==> config.mk <==
export PLATFORM = sky130hd
export DESIGN_NAME = muldiv_ctrl
export DESIGN_NICKNAME = d
export VERILOG_FILES = /design/src/rtl/muldiv_pkg.sv /design/src/rtl/muldiv_cnt.sv /design/src/rtl/muldiv_ctrl.sv
export SDC_FILE = /design/constraint.sdc
export NUM_CORES = 1
export LEC_CHECK = 0
export BUFFER_PORTS_ARGS = -buffer_cell sky130_fd_sc_hd__buf_2
export CAP_MARGIN = 10
export CORE_AREA = 2 2 130 132
export DETAILED_ROUTE_END_ITERATION = 10
export DIE_AREA = 0 0 132 134
export HOLD_SLACK_MARGIN = 0.08
export PLACE_DENSITY = 0.72
export SKIP_CTS_REPAIR_TIMING = 1
export SLEW_MARGIN = 20
export SYNTH_ARGS = -nofsm -noshare
export SYNTH_HDL_FRONTEND = slang
export SYNTH_SLANG_ARGS = --single-unit
==> constraint.sdc <==
create_clock -name clk -period 2.7 [get_ports clk]
set_input_delay 0.135 -clock clk [delete_from_list [all_inputs] [get_ports clk]]
set_output_delay 0.135 -clock clk [all_outputs]
set_load 0.005 [all_outputs]
==> src/rtl/muldiv_pkg.sv <==
// rtl/muldiv_pkg.sv - op encodings, controller states and default run lengths for the HI/LO sequencer
package muldiv_pkg;

    typedef enum logic [1:0] {
        OP_MULT = 2'b00,
        OP_DIV  = 2'b01,
        OP_MTHI = 2'b10,
        OP_MTLO = 2'b11
    } op_e;

    typedef enum logic [1:0] {
        ST_IDLE = 2'b00,
        ST_MRUN = 2'b01,
        ST_DRUN = 2'b10
    } state_e;

    localparam int MULT_CYCLES_DEF = 34;
    localparam int DIV_CYCLES_DEF  = 34;
    localparam int CNT_W_DEF       = 6;

endpackage

==> src/rtl/muldiv_cnt.sv <==
// rtl/muldiv_cnt.sv - run-cycle counter with clear and a terminal flag against the selected last count
module muldiv_cnt #(
    parameter int CNT_W = 6
) (
    input  logic             clk,
    input  logic             rst,
    input  logic             clr,
    input  logic             en,
    input  logic [CNT_W-1:0] last,
    output logic [CNT_W-1:0] count,
    output logic             term
);

    logic [CNT_W-1:0] count_d, count_q;

    always_comb begin
        count_d = count_q;
        if (clr) begin
            count_d = '0;
        end else if (en) begin
            count_d = count_q + 1'b1;
        end
    end

    always_ff @(posedge clk) begin
        if (rst) begin
            count_q <= '0;
        end else begin
            count_q <= count_d;
        end
    end

    assign count = count_q;
    assign term  = (count_q == last);

endmodule

==> src/rtl/muldiv_ctrl.sv <==
// rtl/muldiv_ctrl.sv - MIPS HI/LO sequencer: MULT/DIV/MTHI/MTLO with start pulses, stall and flush.
// Optional macro MULDIV_DIVZERO_EN: DIV by zero is trapped in IDLE and flagged on div_zero.
module muldiv_ctrl
    import muldiv_pkg::*;
#(
    parameter int MULT_CYCLES = MULT_CYCLES_DEF,
    parameter int DIV_CYCLES  = DIV_CYCLES_DEF,
    parameter int CNT_W       = CNT_W_DEF
) (
    input  logic        clk,
    input  logic        rst,
    input  logic        req,
    input  logic [1:0]  op,
    input  logic [31:0] a,
    input  logic [31:0] b,
    input  logic        cancel,
    input  logic [31:0] mult_high,
    input  logic [31:0] mult_low,
    input  logic [31:0] div_quot,
    input  logic [31:0] div_rem,
    output logic [31:0] op_a,
    output logic [31:0] op_b,
    output logic        mult_start,
    output logic        div_start,
    output logic        unit_clr,
    output logic        busy,
    output logic        done,
    output logic        div_zero,
    output logic [31:0] hi,
    output logic [31:0] lo
);

    localparam logic [CNT_W-1:0] MULT_LAST = CNT_W'(MULT_CYCLES - 1);
    localparam logic [CNT_W-1:0] DIV_LAST  = CNT_W'(DIV_CYCLES - 1);

    state_e      state_d, state_q;
    logic [31:0] op_a_d, op_a_q, op_b_d, op_b_q;
    logic [31:0] hi_d, hi_q, lo_d, lo_q;
    logic        mult_start_d, mult_start_q;
    logic        div_start_d, div_start_q;
    logic        unit_clr_d, unit_clr_q;
    logic        done_d, done_q;
    logic        div_zero_d, div_zero_q;

    op_e             op_s;
    logic            cnt_clr;
    logic            cnt_en;
    logic [CNT_W-1:0] cnt_last;
    logic [CNT_W-1:0] cnt_val;
    logic            cnt_term;

    assign op_s     = op_e'(op);
    assign cnt_en   = (state_q != ST_IDLE);
    assign cnt_last = (state_q == ST_MRUN) ? MULT_LAST : DIV_LAST;

    muldiv_cnt #(
        .CNT_W (CNT_W)
    ) u_cnt (
        .clk   (clk),
        .rst   (rst),
        .clr   (cnt_clr),
        .en    (cnt_en),
        .last  (cnt_last),
        .count (cnt_val),
        .term  (cnt_term)
    );

    always_comb begin
        state_d      = state_q;
        op_a_d       = op_a_q;
        op_b_d       = op_b_q;
        hi_d         = hi_q;
        lo_d         = lo_q;
        mult_start_d = 1'b0;
        div_start_d  = 1'b0;
        unit_clr_d   = 1'b0;
        done_d       = 1'b0;
        div_zero_d   = 1'b0;
        cnt_clr      = 1'b0;
        case (state_q)
            ST_IDLE: begin
                // cancel in the same cycle as req squashes the request entirely
                if (req && !cancel) begin
                    op_a_d  = a;
                    op_b_d  = b;
                    cnt_clr = 1'b1;
                    case (op_s)
                        OP_MULT: begin
                            state_d      = ST_MRUN;
                            mult_start_d = 1'b1;
                        end
                        OP_DIV: begin
`ifdef MULDIV_DIVZERO_EN
                            if (b == '0) begin
                                div_zero_d = 1'b1;
                                done_d     = 1'b1;
                            end else begin
                                state_d     = ST_DRUN;
                                div_start_d = 1'b1;
                            end
`else
                            state_d     = ST_DRUN;
                            div_start_d = 1'b1;
`endif
                        end
                        OP_MTHI: begin
                            hi_d   = a;
                            done_d = 1'b1;
                        end
                        OP_MTLO: begin
                            lo_d   = a;
                            done_d = 1'b1;
                        end
                        default: ;
                    endcase
                end
            end
            ST_MRUN, ST_DRUN: begin
                // flush wins over a completion landing in the same cycle
                if (cancel) begin
                    state_d    = ST_IDLE;
                    unit_clr_d = 1'b1;
                end else if (cnt_term) begin
                    state_d = ST_IDLE;
                    done_d  = 1'b1;
                    if (state_q == ST_MRUN) begin
                        hi_d = mult_high;
                        lo_d = mult_low;
                    end else begin
                        hi_d = div_rem;
                        lo_d = div_quot;
                    end
                end
            end
            default: state_d = ST_IDLE;
        endcase
    end

    always_ff @(posedge clk) begin
        if (rst) begin
            state_q      <= ST_IDLE;
            op_a_q       <= '0;
            op_b_q       <= '0;
            hi_q         <= '0;
            lo_q         <= '0;
            mult_start_q <= 1'b0;
            div_start_q  <= 1'b0;
            unit_clr_q   <= 1'b1;
            done_q       <= 1'b0;
            div_zero_q   <= 1'b0;
        end else begin
            state_q      <= state_d;
            op_a_q       <= op_a_d;
            op_b_q       <= op_b_d;
            hi_q         <= hi_d;
            lo_q         <= lo_d;
            mult_start_q <= mult_start_d;
            div_start_q  <= div_start_d;
            unit_clr_q   <= unit_clr_d;
            done_q       <= done_d;
            div_zero_q   <= div_zero_d;
        end
    end

    assign op_a       = op_a_q;
    assign op_b       = op_b_q;
    assign hi         = hi_q;
    assign lo         = lo_q;
    assign mult_start = mult_start_q;
    assign div_start  = div_start_q;
    assign unit_clr   = unit_clr_q;
    assign done       = done_q;
    assign div_zero   = div_zero_q;
    assign busy       = (state_q != ST_IDLE);

endmodule
==> key figures, run 1 <==
Status
  – Status: finished clean

Clocking
  – Clock tree sinks: 140
  – Clk_lat worst skew: 410 ps
  – Longest Clk Path Bufs: 2
  – H-tree depth: 4
  – Num CTS Buffers: 17
  – CTS tree: built
  – Clock transition at path regs: 60 ps
  – Clk root buf: clkbuf_16

Worst setup path
  – Slowest cell on the critical path: dfxtp_1
  – Worst Path Max Fanout: 20
  – CP arrival: 2370 ps
  – Reg2reg end: hi[17]
  – Worst path max stage delay: 430 ps
  – R2R Setup Slk: 620 ps
  – FF-to-FF Start: state_q[0]
  – Worst R2R Path Depth: 7
  – Crit. End Element: flip-flop
  – Setup crit start kind: flip-flop
  – Cells along the critical path: inv_1, ha_4, and4b_1, a21oi_1, a21o_2, buf_4, mux2_4
  – Critical path type: reg2reg
  – Worst Path Required: 2990 ps

STA
  – Post-route clock skew: 7.02 ps
  – Peak Freq: 481 MHz
  – Endpoints failing setup: 0
  – Final hold violation count: 0
  – Tmin final: 2080 ps
  – Hold Slack: 124 ps
  – Final Max Slew Viols: 0
  – Setup TNS: 0 ps
  – Period utilisation layout: 0.770
  – Unrepaired setup endpoints after global routing: no

Routing
  – Via count: 5982
  – Total wire length: 19800 um
  – # DRC: 0
  – DRT Pass-1 Iters: 4
  – WL per Instance: 16.3 um
  – Vias per cell: 4.93
  – Post-route ant nets: 0
  – Initial DRC Count: 247

Worst hold path
  – Hold endpoint: state_q[0]
  – Min-delay src: op[0]
  – Worst Hold Class: in2reg
  – Worst Hold Depth: 4

Pwr
  – Power share of the combinational group: 0.287
  – Static leakage: 0.00472 uW
  – Internal power: 4560 uW
  – Power share of the clock group: 0.349
  – Net switching power: 1940 uW
  – Power per Cell Area: 672 nW/um^2
  – Switching share of power: 0.298
  – VDD IR max: 0.418 mV
  – Sequential power share: 0.364

Synth
  – Largest family of logic cells by synthesized area: multiplexers
  – Asr flop ratio synth: 0
  – Post-synth EDFFs: 0
  – Cell area after synthesis: 6570 um^2
  – Area leader, netlist: dfxtp_1
  – Seq cells post-synth: 140
  – Compound-cell area share of the yosys netlist: 0.178
  – Main synth FF type: dfxtp_1
  – Adder-Cell Fraction of Synth Area: 0.00953
  – Avg Inst Size Synth: 10.9 um^2
  – Mapped Nets: 805
  – Yosys Warn Count: 0
  – Synth Instances: 602
  – Synth cell count leaders: 140 x dfxtp_1, 68 x a21oi_1, 68 x nor2b_1
  – Synth unique cells: 33
  – Sequential area share after synthesis: 0.427
  – Post-Synth XOR/XNOR Area: 0.00667
  – Multiplexer area fraction after synthesis: 0.245
  – Top area cells in the synthesized netlist: dfxtp_1 43%, mux2_4 14%, mux2i_1 10%
  – Count leader, synth: dfxtp_1
  – Area fraction of the dominant cell type after synthesis: 0.427
  – Synth Area in Simple Gates: 0.0907

Global routing
  – Gr ovfl total: 0
  – Antenna violations before repair: 0
  – Vias in the first global route: 5486
  – First-pass GRT wire length: 28700 um
  – Gr usage total: 0.203
  – Largest net degree at the start of global routing: 99

Layout
  – N_diodes: 0
  – Non-Filler Instances: 1214
  – Area grow syn2layout: 47.4%
  – Fill count: 1392
  – Layout cell share with drive strength beyond 1: 0.447
  – Register area: 2800 um^2
  – Multi-input gate area: 3530 um^2
  – Nets: 1185

Floorplanning
  – Site Rows: 47
  – Die height: 134 um
  – Core ar.: 16300 um^2
  – Die area: 17700 um^2
  – # IOs: 332
  – Chip Width: 132 um
  – Initial Util: 0.403

Run
  – Max-cap violations: 0

Place
  – Dpl hpwl: 13500 um
  – Final Wtd Congestion: 0.754
  – # port buffers: 330
  – Cell Count Post-Placement: 1114
-- critical path, delay by kind of cell (launching register included) --
kind	cells	cell delay (ps)
buffers and inverters	2	470
DFF	1	430
muxes	1	340
AOI/OAI and AO/OA	2	280
and+or+nand+nor	1	240
adders and majority gates	1	200
-- stage by stage --
stage               power [uW]  area (um^2)  setup WS [ps]   util
floorplan                 3560         6570            808      -
global placement          4170         8420            685  0.517
global route              6780         9680            536  0.594
finish                    6500         9680            620  0.594
CTS                       6470         8980            627  0.552
detailed placement        4190         8420            638  0.517
-- metal layers --
layer / part of all wire / vias to the layer above / routed length (um) / global-route usage
li1: - / 2928 / - / -
met1: 0.42 / 2793 / 8380 / 0.254
met2: 0.49 / 224 / 9680 / 0.342
met3: 0.062 / 37 / 1240 / 0.0544
met4: 0.025 / 0 / 494 / 0.0682
met5: 0 / - / 0 / 0
-- worst max-delay path by stage --
stage                     from  slack [ps]  depth (start not counted)      to
floorplan           state_q[0]         810                          8  hi[10]
global placement    state_q[0]         690                          7  hi[15]
detailed placement  state_q[0]         640                          7  hi[16]
CTS                 state_q[0]         630                          7  hi[17]
global route        state_q[0]         540                          7  hi[13]
finish              state_q[0]         620                          7  hi[17]
-- cells by family (layout without fill, tap and decap cells) --
kind of cell,count (synthesis),after routing
flops,140,140
mux,130,130
simple gates,97,97
fa+ha+maj,5,5
other cells,1,1
buf+inv,56,448
xor+xnor,5,5
compound gates,168,168
-- state kept, by name, summed over array words and instances (netlist names) --
signal and count:
lo 32, mult_start 1, done 1, div_start 1, hi 32, u_cnt.count 6
unit_clr 1, state_q 2, op_b 32, op_a 32
-- layout by cell type, fill, tap and decap left out, types with 3 or more instances in the layout --
cell type / n
xor2_1: 3
dlygate4sd3_1: 69
clkinv_2: 5
clkbuf_16: 17
buf_2: 329
mux2i_1: 66
inv_1: 5
mux2_2: 4
clkinvlp_4: 4
nand2_1: 3
nor2_1: 10
nor2b_1: 67
buf_12: 3
dfxtp_1: 140
a21oi_1: 68
buf_4: 11
ha_1: 3
mux2_4: 60
o21bai_1: 32
a22o_1: 64
nand2b_1: 4
-- area by class of cell --
class	instances	share of cell area
inverters	5	0.00194
multi-input cells	406	0.365
flip-flops and latches	140	0.290
well taps	220	0.0284
clock inverters	12	0.0128
clock buffers	19	0.0458
repair buffers	412	0.256
-- power groups by stage --
stage	logic, uW	registers [uW]	clock network (uW)
6_report	1860	2370	2270
3_3_place_gp	1760	2410	0
5_1_grt	2010	2390	2390
4_1_cts	1790	2370	2310
2_1_floorplan	1140	2420	0
3_5_place_dp	1790	2400	0
(Power assumes the default switching activity.)
==> inputs of run 2 (changes only) <==
- CORE_AREA: 2 2 130 132 -> not set
- CORE_ASPECT_RATIO: not set -> 1.1
- CORE_MARGIN: not set -> 2
- CORE_UTILIZATION: not set -> 42
- DIE_AREA: 0 0 132 134 -> not set
- PLACE_DENSITY: 0.72 -> 0.78
- clock period: 2.7 -> 1.8 ns (I/O delays scaled with it)
==> key figures, run 2 (same netlist as run 1, synthesis figures left out) <==
Status
  – Status: finished clean

Layout
  – Nets: 1202
  – Layout cell share with drive strength beyond 1: 0.463
  – Design area: 10000 um^2
  – Area grow syn2layout: 52.8%
  – Most common cell after layout, fill and taps aside: buf_2
  – Fin util: 0.661
  – Highest-count cells in the layout ignoring fill and taps: 329 x buf_2, 137 x dfxtp_1, 68 x dlygate4sd3_1, 67 x a21oi_1
  – N_diodes: 0

Global routing
  – Gr usage total: 0.224
  – Vias in the first global route: 5755
  – First-pass GRT wire length: 29100 um
  – Antenna violations before repair: 0
  – Gr ovfl total: 0
  – Largest net degree at the start of global routing: 53

Place
  – # port buffers: 330
  – Area after DPL: 8620 um^2
  – Dpl hpwl: 14200 um
  – Final Wtd Congestion: 0.818
  – DP Worst Slack: 5.05 ps

Routing
  – Via count: 6193
  – DRT Pass-1 Iters: 4
  – Initial DRC Count: 273
  – Post-route ant nets: 0
  – WL per Instance: 17.4 um
  – # DRC: 0
  – Total wire length: 21000 um
  – Vias per cell: 5.13

Worst setup path
  – Crit. End Element: flip-flop
  – Critical path type: reg2reg
  – Reg2reg end: lo[19]
  – Worst Path Required: 2090 ps
  – Setup crit start kind: flip-flop
  – Critical Path Start: state_q[0]
  – Worst R2R Path Depth: 8
  – CP arrival: 2050 ps
  – CP Capture Point: lo[19]
  – R2R Setup Slk: 40 ps
  – FF-to-FF Start: state_q[0]
  – Worst Path Max Fanout: 8

STA
  – Hold Slack: 119 ps
  – Final Max Slew Viols: 0
  – Endpoints failing setup: 0
  – Peak Freq: 570 MHz
  – Final hold violation count: 0
  – Period utilisation layout: 0.975
  – Final setup margin: 44.4 ps
  – Post-route clock skew: 5.33 ps
  – Tmin final: 1760 ps

Clocking
  – Clock tree sinks: 140
  – Clk_lat worst skew: 410 ps
  – Clk root buf: clkbuf_16
  – Clock transition at path regs: 60 ps
  – Longest Clk Path Bufs: 2
  – CTS tree: built
  – Num CTS Buffers: 17
  – H-tree depth: 4

Floorplanning
  – Die area: 16600 um^2
  – Chip Width: 123 um
  – # IOs: 332
  – Initial Util: 0.433
  – Die height: 135 um
  – Core ar.: 15200 um^2
  – Site Rows: 47

Worst hold path
  – Worst Hold Class: in2reg

Pwr
  – VDD IR max: 0.541 mV
  – Power per Cell Area: 1050 nW/um^2
  – Static leakage: 0.00489 uW

Run
  – Max-cap violations: 0
-- run 2: changes by cell type in the layout (fill, tap and decap cells not counted), sizes merged --
cell	before	now
buf	343	359
bufinv	2	5
clkbuf	19	22
clkinv	6	4
clkinvlp	4	2
dlygate4sd3	69	68
-- run 2: where the power goes --
part	total [uW]	leakage [uW]	internal, uW	switching (uW)
registers	3550	0.00114	3400	147
logic	3120	0.00345	1610	1510
clock network	3840	0.000306	2490	1350
total	10500	0.00489	7500	3010
-- run 2: worst min-delay path by stage --
stage,startpoint,end,slack [ps],cells after the start
6_report,div_rem[30],hi[30],120,4
5_1_grt,div_rem[10],hi[10],120,4
2_1_floorplan,op[1],mult_start,170,1
3_5_place_dp,b[6],op_b[6],310,2
3_3_place_gp,b[22],op_b[22],300,2
4_1_cts,op[1],mult_start,-140,2
-- run 2: layout make-up --
cell class / instances / area [um^2]
Tap cell: 196 / 245
Inverter: 5 / 18.8
Sequential cell: 140 / 2810
Fill cell: 1181 / 5140
Multi-Input combinational cell: 406 / 3550
Clock buffer: 20 / 447
Clock inverter: 11 / 193
Timing Repair Buffer: 429 / 2770
-- run 2: stage by stage --
| stage | power, uW | instances | TNS, ps |
|---|---|---|---|
| global route | 11000 | 1207 | -38.3 |
| global placement | 6460 | 1105 | 0 |
| detailed placement | 6510 | 1105 | 0 |
| floorplan | 5360 | 602 | 0 |
| CTS | 10400 | 1136 | -7.26 |
| finish | 10500 | 1207 | 0 |
-- run 2: worst max-delay path, stage by stage (launching register included) --
cell and delay [ps]:
dfxtp_2 320, inv_1 90, ha_4 150, and4b_2 260, a21oi_2 80, a21oi_4 140, buf_12 150, clkbuf_16 170
mux2_4 300
-- run 2: per-layer routing --
metal,GRT usage,vias up,share of wire
li1,-,2965,-
met1,0.270,2970,0.41
met2,0.395,234,0.52
met3,0.0503,24,0.055
met4,0.0644,0,0.015
met5,0,-,0
